## config.mk

```make
export PLATFORM = sky130hd
export DESIGN_NAME = instr_decode
export DESIGN_NICKNAME = d
export VERILOG_FILES = /design/src/rtl/instr_decode.sv
export SDC_FILE = /design/constraint.sdc
export NUM_CORES = 1
export LEC_CHECK = 0
export CORE_MARGIN = 2
export CORE_UTILIZATION = 40
export CTS_CLUSTER_DIAMETER = 100
export DETAILED_ROUTE_END_ITERATION = 10
export PLACE_DENSITY = 0.81
export SLEW_MARGIN = 20
export SYNTH_ARGS = -nofsm -noshare
export SYNTH_HDL_FRONTEND = slang
export SYNTH_SLANG_ARGS = --single-unit
export TNS_END_PERCENT = 30
```

## constraint.sdc

```tcl
create_clock -name clk -period 1.5 [get_ports clk]
set_input_delay 0.45 -clock clk [delete_from_list [all_inputs] [get_ports clk]]
set_output_delay 0.45 -clock clk [all_outputs]
set_load 0.02 [all_outputs]
```

## src/rtl/instr_decode.sv

```systemverilog
// SPI command decoder: turns each CS-framed byte transaction from the bridge into one register access.
// Optional `INSTR_DECODE_ERR_EN adds a sticky err flag, readable and cleared through address 0.
module instr_decode #(
    parameter int unsigned ADDR_W   = 6,
    parameter int unsigned ADDR_MAX = 63
) (
    input  logic              clk,
    input  logic              rst,
    input  logic              cs_n,
    input  logic              byte_sync,
    input  logic [7:0]        data_in,
    output logic [7:0]        data_out,
    output logic              read,
    output logic              write,
    output logic [ADDR_W-1:0] addr,
    output logic              hl,
    output logic [7:0]        data_write,
    input  logic [7:0]        data_read
`ifdef INSTR_DECODE_ERR_EN
    ,
    output logic              err
`endif
);

    typedef enum logic [2:0] {
        IDLE     = 3'd0,
        WR_DATA  = 3'd1,
        RD_ISSUE = 3'd2,
        RD_CAP   = 3'd3,
        RD_HOLD  = 3'd4
    } state_t;

    state_t state_r;
    logic   byte_sync_q_r;
    logic   bad_r;
    logic   ev_s;
    logic   cmd_bad_s;
    logic   unused_s;

    function automatic logic addr_bad_f(input logic [ADDR_W-1:0] a);
        return 32'(a) > ADDR_MAX;
    endfunction

    // Rising edge of byte_sync is the only thing that counts as a byte.
    assign ev_s      = byte_sync & ~byte_sync_q_r;
    assign cmd_bad_s = addr_bad_f(data_in[ADDR_W-1:0]);
    assign unused_s  = ^data_in;

    // Frame FSM; every output is a flop so the register file sees glitch-free strobes.
    always_ff @(posedge clk or posedge rst) begin
        if (rst) begin
            state_r       <= IDLE;
            byte_sync_q_r <= 1'b0;
            bad_r         <= 1'b0;
            data_out      <= 8'h00;
            read          <= 1'b0;
            write         <= 1'b0;
            addr          <= {ADDR_W{1'b0}};
            hl            <= 1'b0;
            data_write    <= 8'h00;
`ifdef INSTR_DECODE_ERR_EN
            err           <= 1'b0;
`endif
        end else begin
            byte_sync_q_r <= byte_sync;
            read          <= 1'b0;
            write         <= 1'b0;
            if (cs_n) begin
                // Abort beats any coincident byte; addr/hl are left as last decoded.
                state_r  <= IDLE;
                data_out <= 8'h00;
`ifdef INSTR_DECODE_ERR_EN
                if (state_r == WR_DATA) begin
                    err <= 1'b1;
                end
`endif
            end else begin
                case (state_r)
                    IDLE: begin
                        if (ev_s) begin
                            addr  <= data_in[ADDR_W-1:0];
                            hl    <= data_in[6];
                            bad_r <= cmd_bad_s;
`ifdef INSTR_DECODE_ERR_EN
                            if (cmd_bad_s) begin
                                err <= 1'b1;
                            end
`endif
                            if (data_in[7]) begin
                                state_r <= WR_DATA;
                            end else begin
                                read    <= ~cmd_bad_s;
                                state_r <= RD_ISSUE;
                            end
                        end
                    end
                    WR_DATA: begin
                        if (ev_s) begin
                            write      <= ~bad_r;
                            data_write <= data_in;
                            state_r    <= IDLE;
                        end
                    end
                    RD_ISSUE: begin
                        state_r <= RD_CAP;
                    end
                    RD_CAP: begin
                        data_out <= bad_r ? 8'h00 : data_read;
`ifdef INSTR_DECODE_ERR_EN
                        if (addr == {ADDR_W{1'b0}}) begin
                            data_out <= {7'b0000000, err};
                            err      <= 1'b0;
                        end
`endif
                        state_r <= RD_HOLD;
                    end
                    RD_HOLD: begin
                        // The dummy byte shifting our data out ends the read.
                        if (ev_s) begin
                            state_r <= IDLE;
                        end
                    end
                    default: begin
                        state_r <= IDLE;
                    end
                endcase
            end
        end
    end

endmodule

```

==> impl_metrics.tcl <==
set metrics [dict create \
    synth_nets 100 \
    fill_cells 236 \
    finalSetupViolations 0 \
    cts-root-buf "clkbuf_4" \
    ys_types 20 \
    max_freq_mhz 685 \
    routabilityCongestion 0.690 \
    cp.arrival_ns 1.01 \
    final_area_um2 1700 \
    multi_input_area_um2 422 \
    grt_use_total_pct 16.6 \
    seq_area_frac_synth_pct 61.4 \
    power.total_mw 2.19 \
    clock-sinks 29 \
    clock_latency_ns 0.32 \
    first_pass_iters 4 \
    cpPeakStageDelay_ns 0.40 \
    syn_area_um2 1180 \
    postRouteWirelength_um 2420 \
    rsz0062_at_grt "yes" \
    synth_top_area_share_pct 61.4 \
    hold_path_depth 1 \
    remaining_drc_errors 0 \
    drt_iter0_markers 6 \
    core_um2 2780 \
    regArea_um2 726 \
    critPathCaptureType "primary output" \
    critPathRequiredTime_ns 1.05 \
    worst-path-buf-inv 1 \
    timing.final.crit_period_ns 1.46 \
    synth_cells 80 \
    reg2reg_slack_ns 0.20 \
    num_antenna_cells 0 \
    slowest_stage "dfrtp_1" \
    setup_tns_ns 0 \
    drv_slew 0 \
    yosys_warnings 0 \
    crit_chain "clkdlybuf4s15_1" \
    nNetsFinal 153 \
    die_w_um 58.3 \
    synth_top_cell_by_area "dfrtp_1" \
    clock_path_buffers 2 \
    hold_viol 0 \
    via_count 815 \
    max-slew-margin-rel_pct 81.2 \
    dieArea_um2 3400 \
    ys.flop_type "dfrtp_1" \
    worstMarginPinSlew_ns 0.282 \
    hold_buffers 0 \
    avgSynthCellArea_um2 14.8 \
    final_layout_size_suffix_gt1_share_pct 34.3 \
    ir_drop_v 0.00116 \
    worstRegToRegCells 3 \
    synth-edff-count 0 \
    start_kind "flop" \
    cp_max_fo 2 \
    ioPinCount 45 \
    worstReg2RegEnd "data_write[7]" \
    cts_setup_buffers 0 \
    ctsHtreeMaxLevel 2 \
    crit_start "data_write[1]" \
    wl_per_cell_um 14.7 \
    portBuffers 44 \
    antenna_found_initial 0 \
    synth-seq-cells 29 \
    placed_area_um2 1690 \
    worstReg2RegStart "state_r[2]" \
    max_cap_violations 0 \
    hp-start "byte_sync" \
    tritoncts "done" \
    grt.overflow.total 0 \
    grt_first_pass_wirelength_um 4040 \
    worstHoldPathType "input port to flop" \
    crit_family "flip-flops" \
    post-place-ws_ns -0.330 \
    hold-path-endpoint "byte_sync_q_r" \
    grt_max_degree 30 \
    fin_crit_sh_pct 97.3 \
    area_growth_pct 44.2 \
    final_cell_mix "dfrtp_1, clkdlybuf4s50_1, clkbuf_2" \
    final_common_cell "dfrtp_1" \
    cts_made_buffers 5 \
    skew_ns 0.00369 \
    criticalPathCategory "flop to primary output" \
    first_global_vias 918 \
    status "complete, no violations" \
    netlist_top_cells_area "dfrtp_1, mux2_2, mux2i_1" \
    viasPerCell 4.94 \
    drtAntennaViolNets 0 \
    dpl.hpwl_um 1820 \
    start_util_pct 42.5 \
    clk_pin_slew_worst_paths_ns 0.09 \
    async_flop_share_pct 100 \
    p_leak_nw 0.892 \
    power_density_nw_per_um2 1280 \
    fin_ws_ns 0.0402 \
    rows 19 \
    fp.dieH_um 58.3 \
]
## logic make-up (layout without fill, tap and decap cells)
| family | count (synthesis) | count (layout) | share of synthesized area, % |
|---|---|---|---|
| AND/OR/NAND/NOR | 18 | 18 | 11.5 |
| AO/OA/AOI/OAI | 4 | 4 | 2.75 |
| flip-flops | 29 | 29 | 61.4 |
| multiplexers | 23 | 23 | 21.4 |
| buffers and inverters | 6 | 60 | 2.86 |
## repair_timing
item                                   4_1_cts  5_1_grt
endpoints found under the hold margin        0        0
pin swaps                                    0        1
setup endpoints to repair                   25       27
gates resized for setup                     36       27
gates cloned                                 0        0
## routing by layer
layer / vias up / GRT usage, % / part of all wire [%]
met4: 0 / 11.0 / 1.5
met2: 22 / 26.8 / 53
met5: - / 0 / 0
met3: 4 / 5.27 / 5.3
li1: 386 / - / -
met1: 403 / 18.8 / 40
## area by class of cell
cell class	instances	area share (%)
Sequential cell	29	42.6
Multi-Input combinational cell	45	24.8
Timing Repair Buffer	49	24.7
Clock buffer	7	3.23
Tap cell	31	2.28
Clock inverter	1	1.76
Inverter	3	0.661
## synthesized netlist by cell type, types with 2 or more instances
cell type and count:
inv_1 3, nor2_4 2, mux2i_1 8, nor2_1 9, mux2_2 13, dfrtp_1 29
nand3b_1 2, a21oi_1 2
## flip-flops by register name (all words and copies together), names as in the netlist
register and flops:
addr 6, byte_sync_q_r 1, data_out 8, data_write 8
hl 1, read 1, state_r 3, write 1
## where the power goes
group / switching, mW / internal, mW / total (mW)
Clock: 0.268 / 0.398 / 0.666
Sequential: 0.0752 / 0.903 / 0.978
Combinational: 0.278 / 0.264 / 0.542
## per-stage QoR
stage	instances	hold WS (ns)	util [%]
2_1_floorplan	80	0.481	-
3_3_place_gp	157	0.475	60.7
3_5_place_dp	157	0.493	60.7
4_1_cts	165	0.448	63.1
5_1_grt	165	0.261	61.2
6_report	165	0.274	61.2
## worst max path at each step
stage,endpoint,slack (ns),depth (start not counted)
2_1_floorplan,data_write[7],0.20,4
3_3_place_gp,data_write[7],-0.32,4
3_5_place_dp,data_write[7],-0.33,4
4_1_cts,data_write[6],0.003,1
5_1_grt,data_write[7],-0.004,4
6_report,data_write[1],0.04,1
Note: power is estimated with default switching activity, not from simulation.
==> RTL edit: new RTL, same flow settings <==
The parameter `ADDR_W` goes from 6 to 5.
--- a/src/rtl/instr_decode.sv
+++ b/src/rtl/instr_decode.sv
@@ -1,7 +1,7 @@
 // SPI command decoder: turns each CS-framed byte transaction from the bridge into one register access.
 // Optional `INSTR_DECODE_ERR_EN adds a sticky err flag, readable and cleared through address 0.
 module instr_decode #(
-    parameter int unsigned ADDR_W   = 6,
+    parameter int unsigned ADDR_W   = 5,
     parameter int unsigned ADDR_MAX = 63
 ) (
     input  logic              clk,
Interface: changed (resized addr); port bits go from 45 to 44. No check against the original RTL was run, so the function may have changed too.
==> RTL edit against the unedited design <==
Power down 17%. Count of clock-buffer cells in the layout down 3. Synthesized area down 3.5%. Worst setup slack worse by 0.0075 ns. Design area down 6.2%. Non-clock buffer count down 2. Sequential cell count down 1. Wire length up 1.0%. Critical path type unchanged. Largest cell class unchanged.
==> RTL edit: results (changes against the unedited design) <==
most frequent cells after synthesis -> dfrtp_1 (28), mux2_2 (13), nor2_1 (9), mux2i_1 (8), inv_1 (3) (was dfrtp_1 (29), mux2_2 (13), nor2_1 (9), mux2i_1 (8), inv_1 (3))
ys flop type -> dfrtp_1 (unchanged)
gpl congestion -> 0.727 (was 0.690)
YS warnings -> 0 (unchanged)
total CTS buffers -> 3 (was 5)
maximum vdd drop -> 0.000832 V (was 0.00116 V)
htree depth -> 1 (was 2)
Met2 Wirelength -> 1.33 mm (was 1.27 mm)
largest net degree at the start of global routing -> 29 (was 30)
largest cells by area after synthesis -> dfrtp_1 (61%), mux2_2 (13%), mux2i_1 (7.0%) (was dfrtp_1 (61%), mux2_2 (12%), mux2i_1 (6.8%))
Post-synth ARST share -> 100% (unchanged)
initial antenna violation count -> 0 (unchanged)
critical-path maximum fanout -> 2 (unchanged)
Net Count, Synth -> 98 (was 100)
WL met1 -> 1.01 mm (was 978 um)
biggest regs -> data_out: 8 flops, data_write: 8 flops, addr: 5 flops (was data_out: 8 flops, data_write: 8 flops, addr: 6 flops)
clock slew at reported path FFs -> 0.16 ns (was 0.09 ns)
maximum capacitance violations -> 0 (unchanged)
Antenna diodes -> 0 (unchanged)
number of global-route vias before repair -> 889 (was 918)
Placement Setup Slack -> -0.341 ns (was -0.330 ns)
worst hold-check path type -> in2reg (unchanged)
CTS Buffer Depth -> 2 (unchanged)
Vias -> 785 (was 815)
relative slew slack -> 82.0% (was 81.2%)
crit-path leading delay family -> flip-flops (unchanged)
# port buffers -> 43 (was 44)
initial drt markers -> 10 (was 6)
share of layout cells above drive strength 1 -> 38.1% (was 34.3%)
clk root buf -> clkbuf_4 (unchanged)
first-pass GRT wire length -> 4.31 mm (was 4.04 mm)
Routed WL per cell -> 15.6 um (was 14.7 um)
Setup Skew -> 0.0129 ns (was 0.00369 ns)
DR top layer -> met4 (unchanged)
placed inst area -> 1630 um2 (was 1690 um2)
Total GRT Usage -> 17.0% (was 16.6%)
WP data arrival -> 1.02 ns
status -> finished clean (unchanged)
routed wl met3 -> 93 um (was 129 um)
Seq/Total Area, Yosys -> 61.5% (was 61.4%)
Max stage delay on crit path -> 0.43 ns (was 0.40 ns)
Leak -> 0.847 nW (was 0.892 nW)
worst-skew pair later-pin latency -> 0.32 ns (about the same)
Pre-Repair DR Iteration Count -> 2 (was 4)
synth unique cells -> 20 (unchanged)
Crit-path slowest cell -> dfrtp_1 (unchanged)
DP Wirelength -> 1.87 mm (was 1.82 mm)
fin nets -> 147 (was 153)
==> RTL edit: cell types whose count changed in the layout (fill, tap and decap cells not counted), moves of 2 or more <==
| cell | unedited run | this run |
|---|---|---|
| clkdlybuf4s15_1 | 9 | 5 |
| clkbuf_4 | 5 | 3 |
| clkbuf_2 | 14 | 18 |
| buf_4 | 4 | 2 |
| dlygate4sd2_1 | 2 | 0 |
==> RTL edit: area by class of cell <==
| cell class | count | area [um2] |
|---|---|---|
| sequential | 28 | 701 |
| inverter | 3 | 11.3 |
| timing repair buffer | 47 | 390 |
| multi-input combinational | 44 | 420 |
| clock buffer | 4 | 36.3 |
| tap | 31 | 38.8 |
| fill | 222 | 1140 |
==> RTL edit: logic make-up (layout without fill, tap and decap cells) <==
group	count (synthesis)	count (layout)	synth area share (%)
flip-flops	28	28	61.5
multiplexers	22	22	21.2
AND/OR/NAND/NOR	18	18	11.5
buffers and inverters	6	54	2.96
AO/OA/AOI/OAI	4	4	2.85
==> RTL edit: metrics by stage <==
stage / power [mW] / setup TNS [ns] / hold slack (ns) / instances / utilization [%]
floorplan: 1.23 / 0 / 0.481 / 78 / -
global placement: 1.54 / -4.07 / 0.488 / 153 / 59.6
detailed placement: 1.56 / -4.52 / 0.493 / 153 / 59.6
CTS: 1.86 / 0 / 0.446 / 157 / 60.4
global route: 1.91 / -0.0112 / 0.261 / 157 / 58.4
finish: 1.82 / 0 / 0.268 / 157 / 58.4
==> RTL edit: worst paths after layout <==
path / from / end / slack (ns) / cells past startpoint
setup / recovery: addr[0] / addr[0] / 0.03 / 1
max in group asynchronous: rst / data_write[6] / 0.90 / 3
hold reg to reg: addr[4] / addr[4] / 0.53 / 1
min in group asynchronous: rst / data_write[4] / 0.44 / 3
hold / removal: byte_sync / byte_sync_q_r / 0.27 / 1
setup reg to reg: state_r[2] / data_out[1] / 0.15 / 4
==> RTL edit: power by group <==
part | internal, mW | leakage (nW) | switching [mW]
sequential | 0.868 | 0.365 | 0.0663
combinational | 0.244 | 0.462 | 0.274
clock | 0.148 | 0.0210 | 0.218
total | 1.26 | 0.847 | 0.559
==> RTL edit: per-layer routing <==
metal / vias to the layer above / track usage, %
met5: - / 0
met4: 0 / 2.99
met3: 2 / 2.72
met2: 15 / 29.1
met1: 406 / 23.1
li1: 362 / -
==> RTL edit: timing repair <==
| action | CTS | global route |
|---|---|---|
| buffers inserted | 0 | 0 |
| hold endpoints to repair | 0 | 0 |
| resized for setup | 37 | 34 |
| setup endpoints to repair | 24 | 26 |
| gates cloned | 0 | 0 |
| pin swaps | 0 | 1 |
